==> src/rtl/aes_ctr_pkg.sv <==
// Shared types and constants for the AES-CTR sequencer.
// Optional byte-keep support is enabled with AES_CTR_BYTE_KEEP_EN.
package aes_ctr_pkg;

    localparam int unsigned AES_BLOCK_W = 128;
    localparam int unsigned AES_KEY_W   = 256;
    localparam int unsigned AES_KEEP_W  = 16;

    typedef enum logic [2:0] {
        S_IDLE      = 3'd0,
        S_KEY_INIT  = 3'd1,
        S_KEY_WAIT  = 3'd2,
        S_RUN       = 3'd3,
        S_BLK_START = 3'd4,
        S_BLK_WAIT  = 3'd5,
        S_OUT       = 3'd6
    } aes_ctr_state_e;

    // One captured input beat awaiting its keystream block.
    typedef struct packed {
        logic [AES_BLOCK_W-1:0] data;
        logic                   last;
    } aes_ctr_beat_t;

    // Expand a per-byte keep vector into a per-bit data mask.
    function automatic logic [AES_BLOCK_W-1:0] keep_to_mask(input logic [AES_KEEP_W-1:0] keep);
        logic [AES_BLOCK_W-1:0] mask;
        mask = '0;
        for (int i = 0; i < int'(AES_KEEP_W); i++) begin
            mask[8*i +: 8] = {8{keep[i]}};
        end
        return mask;
    endfunction

endpackage

==> src/rtl/aes_ctr_counter.sv <==
// CTR counter block: loads from the IV and increments only its low CTR_WIDTH bits.
module aes_ctr_counter
    import aes_ctr_pkg::*;
#(
    parameter int unsigned CTR_WIDTH = 32
) (
    input  logic                   clk,
    input  logic                   reset_n,
    input  logic                   i_load,
    input  logic [AES_BLOCK_W-1:0] i_iv,
    input  logic                   i_inc,
    output logic [AES_BLOCK_W-1:0] o_ctr
);

    logic [AES_BLOCK_W-1:0] r_ctr;
    logic [AES_BLOCK_W-1:0] w_ctr_inc;

    // Upper bits pass through untouched; the low field wraps silently.
    generate
        if (CTR_WIDTH >= AES_BLOCK_W) begin : gen_full
            assign w_ctr_inc = r_ctr + AES_BLOCK_W'(1);
        end else begin : gen_part
            assign w_ctr_inc = {r_ctr[AES_BLOCK_W-1:CTR_WIDTH],
                                r_ctr[CTR_WIDTH-1:0] + CTR_WIDTH'(1)};
        end
    endgenerate

    always_ff @(posedge clk or negedge reset_n) begin
        if (!reset_n) begin
            r_ctr <= '0;
        end else if (i_load) begin
            r_ctr <= i_iv;
        end else if (i_inc) begin
            r_ctr <= w_ctr_inc;
        end
    end

    assign o_ctr = r_ctr;

endmodule

==> src/rtl/aes_ctr_sequencer.sv <==
// AES-CTR stream sequencer driving an external aes_core, one block in flight.
// Optional byte-keep ports are enabled with AES_CTR_BYTE_KEEP_EN.
module aes_ctr_sequencer
    import aes_ctr_pkg::*;
#(
    parameter int unsigned CTR_WIDTH = 32
) (
    input  logic                   clk,
    input  logic                   reset_n,
    input  logic                   cfg_start,
    input  logic [AES_KEY_W-1:0]   cfg_key,
    input  logic                   cfg_keylen,
    input  logic [AES_BLOCK_W-1:0] cfg_iv,
    output logic                   busy,
    input  logic                   in_valid,
    output logic                   in_ready,
    input  logic [AES_BLOCK_W-1:0] in_data,
    input  logic                   in_last,
`ifdef AES_CTR_BYTE_KEEP_EN
    input  logic [AES_KEEP_W-1:0]  in_keep,
    output logic [AES_KEEP_W-1:0]  out_keep,
`endif
    output logic                   out_valid,
    input  logic                   out_ready,
    output logic [AES_BLOCK_W-1:0] out_data,
    output logic                   out_last,
    output logic                   aes_init,
    output logic                   aes_next,
    output logic                   aes_encdec,
    output logic [AES_KEY_W-1:0]   aes_key,
    output logic                   aes_keylen,
    output logic [AES_BLOCK_W-1:0] aes_block,
    input  logic                   aes_ready,
    input  logic [AES_BLOCK_W-1:0] aes_result,
    input  logic                   aes_result_valid
);

    aes_ctr_state_e         r_state;
    aes_ctr_state_e         w_state_nxt;
    logic                   r_armed;
    logic                   w_armed_nxt;
    logic                   r_busy;
    logic                   w_busy_nxt;
    logic                   r_aes_init;
    logic                   w_aes_init_nxt;
    logic                   r_aes_next;
    logic                   w_aes_next_nxt;
    logic                   r_out_valid;
    logic                   w_out_valid_nxt;

    logic [AES_KEY_W-1:0]   r_key;
    logic                   r_keylen;
    aes_ctr_beat_t          r_beat;
    logic [AES_BLOCK_W-1:0] r_out_data;
    logic                   r_out_last;
    logic [AES_BLOCK_W-1:0] w_out_data_nxt;

    logic                   w_cfg_acc;
    logic                   w_in_acc;
    logic                   w_res_acc;
    logic [AES_BLOCK_W-1:0] w_ctr;

    // Handshake qualifiers; r_armed masks the first cycle of each wait state.
    assign w_cfg_acc = (r_state == S_IDLE) && cfg_start;
    assign w_in_acc  = (r_state == S_RUN) && in_valid;
    assign w_res_acc = (r_state == S_BLK_WAIT) && r_armed && aes_ready && aes_result_valid;

`ifdef AES_CTR_BYTE_KEEP_EN
    logic [AES_KEEP_W-1:0]  r_keep;
    logic [AES_KEEP_W-1:0]  r_out_keep;

    assign w_out_data_nxt = (r_beat.data ^ aes_result) & keep_to_mask(r_keep);

    always_ff @(posedge clk or negedge reset_n) begin
        if (!reset_n) begin
            r_keep     <= '0;
            r_out_keep <= '0;
        end else begin
            if (w_in_acc) begin
                r_keep <= in_keep;
            end
            if (w_res_acc) begin
                r_out_keep <= r_keep;
            end
        end
    end

    assign out_keep = r_out_keep;
`else
    assign w_out_data_nxt = r_beat.data ^ aes_result;
`endif

    always_ff @(posedge clk or negedge reset_n) begin
        if (!reset_n) begin
            r_state     <= S_IDLE;
            r_armed     <= 1'b0;
            r_busy      <= 1'b0;
            r_aes_init  <= 1'b0;
            r_aes_next  <= 1'b0;
            r_out_valid <= 1'b0;
        end else begin
            r_state     <= w_state_nxt;
            r_armed     <= w_armed_nxt;
            r_busy      <= w_busy_nxt;
            r_aes_init  <= w_aes_init_nxt;
            r_aes_next  <= w_aes_next_nxt;
            r_out_valid <= w_out_valid_nxt;
        end
    end

    always_comb begin
        w_state_nxt     = r_state;
        w_armed_nxt     = 1'b0;
        w_busy_nxt      = 1'b0;
        w_aes_init_nxt  = 1'b0;
        w_aes_next_nxt  = 1'b0;
        w_out_valid_nxt = 1'b0;

        case (r_state)
            S_IDLE: begin
                if (cfg_start) begin
                    w_state_nxt = S_KEY_INIT;
                end
            end
            S_KEY_INIT: begin
                w_state_nxt = S_KEY_WAIT;
            end
            S_KEY_WAIT: begin
                if (r_armed && aes_ready) begin
                    w_state_nxt = S_RUN;
                end
            end
            S_RUN: begin
                if (in_valid) begin
                    w_state_nxt = S_BLK_START;
                end
            end
            S_BLK_START: begin
                w_state_nxt = S_BLK_WAIT;
            end
            S_BLK_WAIT: begin
                if (w_res_acc) begin
                    w_state_nxt = S_OUT;
                end
            end
            S_OUT: begin
                if (out_ready) begin
                    w_state_nxt = r_beat.last ? S_IDLE : S_RUN;
                end
            end
            default: begin
                w_state_nxt = S_IDLE;
            end
        endcase

        // Registered outputs mirror the state being entered.
        w_armed_nxt     = ((r_state == S_KEY_WAIT) || (r_state == S_BLK_WAIT)) &&
                          (w_state_nxt == r_state);
        w_busy_nxt      = (w_state_nxt != S_IDLE);
        w_aes_init_nxt  = (w_state_nxt == S_KEY_INIT);
        w_aes_next_nxt  = (w_state_nxt == S_BLK_START);
        w_out_valid_nxt = (w_state_nxt == S_OUT);
    end

    always_ff @(posedge clk or negedge reset_n) begin
        if (!reset_n) begin
            r_key      <= '0;
            r_keylen   <= 1'b0;
            r_beat     <= '0;
            r_out_data <= '0;
            r_out_last <= 1'b0;
        end else begin
            if (w_cfg_acc) begin
                r_key    <= cfg_key;
                r_keylen <= cfg_keylen;
            end
            if (w_in_acc) begin
                r_beat <= aes_ctr_beat_t'{data: in_data, last: in_last};
            end
            if (w_res_acc) begin
                r_out_data <= w_out_data_nxt;
                r_out_last <= r_beat.last;
            end
        end
    end

    aes_ctr_counter #(
        .CTR_WIDTH (CTR_WIDTH)
    ) u_counter (
        .clk     (clk),
        .reset_n (reset_n),
        .i_load  (w_cfg_acc),
        .i_iv    (cfg_iv),
        .i_inc   (w_res_acc),
        .o_ctr   (w_ctr)
    );

    assign in_ready   = (r_state == S_RUN);
    assign busy       = r_busy;
    assign out_valid  = r_out_valid;
    assign out_data   = r_out_data;
    assign out_last   = r_out_last;
    assign aes_init   = r_aes_init;
    assign aes_next   = r_aes_next;
    assign aes_encdec = 1'b1;
    assign aes_key    = r_key;
    assign aes_keylen = r_keylen;
    assign aes_block  = w_ctr;

endmodule

==> config.mk <==
export PLATFORM = sky130hd
export DESIGN_NAME = aes_ctr_sequencer
export DESIGN_NICKNAME = d
export VERILOG_FILES = /design/src/rtl/aes_ctr_pkg.sv /design/src/rtl/aes_ctr_counter.sv /design/src/rtl/aes_ctr_sequencer.sv
export SDC_FILE = /design/constraint.sdc
export NUM_CORES = 1
export LEC_CHECK = 0
export BUFFER_PORTS_ARGS = -buffer_cell sky130_fd_sc_hd__buf_2
export CAP_MARGIN = 5
export CORE_AREA = 2 2 456 458
export CTS_CLUSTER_DIAMETER = 80
export CTS_CLUSTER_SIZE = 30
export DETAILED_ROUTE_END_ITERATION = 12
export DIE_AREA = 0 0 458 460
export RECOVER_POWER = 25
export SYNTH_ARGS = -nofsm -noshare
export SYNTH_HDL_FRONTEND = slang
export SYNTH_HIERARCHICAL = 1
export SYNTH_SLANG_ARGS = --single-unit
export TNS_END_PERCENT = 20
==> constraint.sdc <==
create_clock -name clk -period 5.6 [get_ports clk]
set_input_delay 0.28 -clock clk [delete_from_list [all_inputs] [get_ports clk]]
set_output_delay 0.28 -clock clk [all_outputs]
set_load 0.01 [all_outputs]
# == Word-level counts from Yosys, hierarchy flattened ==
# Cells that the tools add are included.
# word_totals
register_bits,651
input_bits,649
wordCells,46
# classes
add_sub_neg,1
eq_ne,10
mux,9
bitwise,1
reduce_logical,11
# ops
operator,n
$mux 128,1
$xor 128x128->128,1
$add 32x1->32 const B,1
$mux 32,1
$pmux 3 s7,1
$eq 3x3->1 const B,5
$mux 3,5
$logic_and 1x1->1,7
$eq 3x1->1 const B,2
$eq 3x2->1 const B,2
$eq 3x3->1,1
$logic_not 3->1,1
$reduce_bool 3->1,1
$mux 2,1
$reduce_bool 2->1,1
$logic_or 1x1->1,1

# == Longest topological paths before layout ==
# logic_depth
word_depth,8
depth_mapped,11

# == By module ==
# Netlist, hierarchy kept.
# by_module_without_submodules
module,instances,cells_each,area_per_inst_um2,seq_area_each_um2
aes_ctr_sequencer,1,1402,20327.0,13087.6
aes_ctr_counter,1,414,5377.7,3203.1

# == Least setup slack after synthesis ==
# Ideal clock, no wire load.
# synth_path
path_kind,register -> register
start,reg r_state[1]
end,reg u_counter.r_ctr[31] (netlist: u_counter/o_ctr[31])
arrival_ns,2.651
required_time_ns,5.518
slack_ns,2.867
path_stages_with_launch,12
path_buffers,5
synth_period_minus_slack_ns,2.733
path_cell_list,dfrtp_1 -> buf_2 -> nand3b_1 -> nor2b_1 -> buf_2 -> buf_2 -> buf_2 -> and4_1 -> clkbuf_1 -> nand4_1 -> or4_1 -> a31oi_1
# synth_via
elab_chain_len,5
# synth_lines
element,line,rtl
from (decl),aes_ctr_sequencer.sv:38,aes_ctr_state_e r_state;
from (signal assigned),aes_ctr_sequencer.sv:102,r_state <= w_state_nxt;
$eq 3x3->1,aes_ctr_sequencer.sv:66,assign w_res_acc = (r_state == S_BLK_WAIT) && r_armed && aes_ready && aes_result_valid;
$logic_and 1x1->1 (3 in a row),aes_ctr_sequencer.sv:66,
named net w_res_acc,aes_ctr_sequencer.sv:60,logic w_res_acc;
$reduce_bool 2->1 (no source line),-,
to (signal assigned),aes_ctr_counter.sv:32,r_ctr <= i_iv;
to (signal assigned),aes_ctr_counter.sv:34,r_ctr <= w_ctr_inc;
to (decl),aes_ctr_counter.sv:15,logic [AES_BLOCK_W-1:0] r_ctr;
# The timed path passes the listed nets, and every way through them passes these cells. The select of a mux whose other input is x is not followed.
# A chain may end at the register's enable or synchronous reset.

==> impl_results.md <==
* Vias per std cell at 3.511
* Antenna violations before repair at 102
* WS Path Type: in2async
* Number of synthesized flops with an enable pin at 0
* FF+latch area at 16290 um^2
* Max Used Layer: met5
* Synth Flop Type: dfrtp_1
* Initial core utilization at 0.1248
* Fraction of registers with async set or reset after synthesis at 1.000
* Critical path origin: reset_n
* Routed WL at 150600 um
* H-Tree Depth at 2
* DR pass1 iterations at 5
* Clock-pin slew on the worst setup and hold paths at 0.08 ns
* Share of layout cells above drive strength 1 at 0.4038
* RSZ-0062 raised after global routing: false
* Worst Hold Launch: aes_result[109]
* Die W at 458 um
* Vias in the first global route at 23342
* CTS Sinks at 651
* WL per Instance at 23.51 um
* Layout fillers at 22080
* Max-Cap Viols at 3
* Peak supply drop at 0.3060 mV
* Met2 WL at 70590 um
* Clock Power Share at 0.213
* Seq pwr share at 0.390
* Setup Viol. Count Final at 0
* Worst hold path type: in2reg
* Die height at 460 um
* IO Port Bufs at 1167
* Worst Skew at 0.04846 ns
* Crit path DAT at 3.23 ns
* # rows at 167
* Final Wtd Congestion at 0.9122
* Gr ovfl total at 0
* Pint at 13.06 mW
* Root buf cell: clkbuf_16
* Skew-Pair Late Insertion Delay at 0.74 ns
* Psw at 8.996 mW
* Die ar. at 210700 um^2
* Area grow syn2layout at 68.47%
* Pwr per Cell Area at 509.4 nW/um^2
* Total CTS buffers at 57
* Synth Register Bits at 651
* CTS max path bufs at 3
* CP required at 5.89 ns
* Switching share of power at 0.4078
* Via Count at 22493
* Least-Margin Pin Slew at 2.512 ns
* DRT antenna net count at 0
* Worst reg2reg setup slack at 2.67 ns
* Syn nets at 2466
* Nature of the critical path endpoint: async pin
* Pre-CTS setup slack at 2.645 ns
* Logic pwr share at 0.397
* Worst-path fanout max at 71
* Max Freq at 0.3401 GHz
* Final TNS setup at 0 ns
* GRT Util Overall at 0.1363
* Max-slew violation count at 129
* Outcome: finished, violations left
* Leakage power at 19.37 nW
* Failing checks: max-capacitance violations, max-slew violations
* Yosys warns at 6
* Post-layout min period at 2.940 ns
* DP HPWL at 121200 um
* Initial DRC count at 1588
* # DRC at 0
* Syn avg cell area at 14.15 um^2
* Post-cts resize count at 0
* First-pass GRT wire length at 196700 um
* Mapped cell area at 25700 um^2
* R2R Path Start: r_state[0]$_DFF_PN0_
* Sequential area share after synthesis at 0.6338
* Startpoint type of the worst setup path: input port
* Largest net degree at the start of global routing at 159
* Post-synth cell types at 45
* Net count, final at 4254
* IO Pins at 1169
* Multi-input logic area at 8860 um^2
* Gate Count Post-Synth at 1816
* Slew headroom at -0.6745
* Core area at 206000 um^2
* Period Utilization, post-route at 0.5251
* Met3 WL post-DR at 17790 um
* CTS tree: built
* Final Hold Vio Count at 0
* Setup slack after layout at 2.660 ns
* DRT met1 WL at 54340 um
==> state kept, by name (all words and copies together) (netlist names) <==
register / flops
out_data: 128
r_state: 3
out_valid: 1
aes_init: 1
u_counter/o_ctr: 128
r_beat: 129
busy: 1
aes_key: 256
r_armed: 1
out_last: 1
aes_keylen: 1
aes_next: 1
==> cell usage in the layout, fill, tap and decap left out, drive strengths merged, types with 2 or more instances in the layout <==
master       count
nor2b            2
xnor2          133
bufinv           2
nand4           14
xor2             7
buf           1100
nand3           13
or3              4
clkbuf         144
mux2i            2
nor4b            2
dfrtp          651
and4             6
nand2           29
nor4             2
a31oi           17
and3             6
diode           49
or4             13
a211o            2
a21oi          130
nor2           150
inv             32
clkinv          20
dlygate4sd3    645
o21ai           18
mux2           483
o31ai           11
==> power by group through the flow <==
stage	clock network [mW]	registers, mW	logic, mW
finish	4.70	8.60	8.76
global route	5.05	8.88	9.51
CTS	4.92	8.54	9.09
detailed placement	0	8.60	8.60
global placement	0	8.52	8.48
floorplan	0	9.18	3.22
==> path summary, 6_finish.rpt <==
path / to / depth (start not counted)
max: u_counter/o_ctr[121]$_DFFE_PN0P_ / 3
min in group asynchronous: r_beat[108]$_DFFE_PN0P_ / 2
min reg2reg: aes_key[170]$_DFFE_PN0P_ / 1
min: out_data[109]$_DFFE_PN0P_ / 3
max reg2reg: u_counter/o_ctr[25]$_DFFE_PN0P_ / 7
max in group clk: u_counter/o_ctr[25]$_DFFE_PN0P_ / 7
==> synth_stat cells, drive strengths merged, types with 2 or more instances <==
| master | number | share of area |
|---|---|---|
| a211o | 2 | 0.00068 |
| a21oi | 130 | 0.025 |
| a31oi | 17 | 0.0041 |
| and3 | 6 | 0.0015 |
| and4 | 6 | 0.0020 |
| buf | 67 | 0.016 |
| clkbuf | 32 | 0.0047 |
| dfrtp | 651 | 0.63 |
| inv | 7 | 0.0010 |
| mux2 | 483 | 0.21 |
| mux2i | 2 | 0.00078 |
| nand2 | 29 | 0.0042 |
| nand3 | 13 | 0.0025 |
| nand4 | 14 | 0.0037 |
| nor2 | 150 | 0.022 |
| nor2b | 2 | 0.00049 |
| nor4 | 2 | 0.00049 |
| nor4b | 2 | 0.0013 |
| o21ai | 18 | 0.0035 |
| o31ai | 11 | 0.0032 |
| or3 | 4 | 0.00097 |
| or4 | 13 | 0.0038 |
| xnor2 | 133 | 0.045 |
| xor2 | 7 | 0.0024 |
==> what timing repair did <==
item	4_1_cts	5_1_grt
endpoints found under the hold margin	710	0
setup endpoints to repair	0	0
buffers inserted	0	0
hold buffers	645	0
==> per-layer routing <==
metal  track usage  up-vias
met1        0.1438    11002
met2        0.2238     1245
met3       0.06578      272
met4       0.07286       24
li1              -     9950
met5             0        -
==> per-stage QoR <==
step | cells | utilization | hold slack [ns] | power, mW | area (um^2)
after floorplan | 1816 | - | -0.01559 | 12.40 | 25700
after global placement | 5604 | 0.1680 | 0.3440 | 17.01 | 34610
after detailed placement | 5604 | 0.1680 | 0.3476 | 17.20 | 34610
after CTS | 6357 | 0.2101 | 0.008056 | 22.56 | 43290
after global routing | 6392 | 0.2100 | 0.01566 | 23.44 | 43270
final | 6406 | 0.2102 | 0.03349 | 22.06 | 43300
==> critical path: stages <==
cell and delay, ns:
dlygate4sd3_1 0.56, buf_8 0.51, clkbuf_1 1.83
==> final cells by class <==
cell class                      instances  area share
Antenna cell                           49    0.002832
Tap cell                             2704     0.07813
Sequential cell                       651      0.3762
Inverter                                8   0.0006934
Multi-Input combinational cell       1058      0.2046
Clock inverter                         47     0.01742
Clock buffer                           61     0.03401
Timing Repair Buffer                 1828      0.2861
==> kinds of logic after synthesis <==
| group | Yosys count | synth area share |
|---|---|---|
| compound gates | 186 | 0.03953 |
| xor+xnor | 140 | 0.04770 |
| fa+ha+maj | 1 | 0.0004867 |
| buf+inv | 107 | 0.02205 |
| flops | 651 | 0.6338 |
| mux | 485 | 0.2124 |
| other cells | 1 | 0.0001459 |
| simple gates | 245 | 0.04395 |
Note: power is estimated with default switching activity, not from simulation.
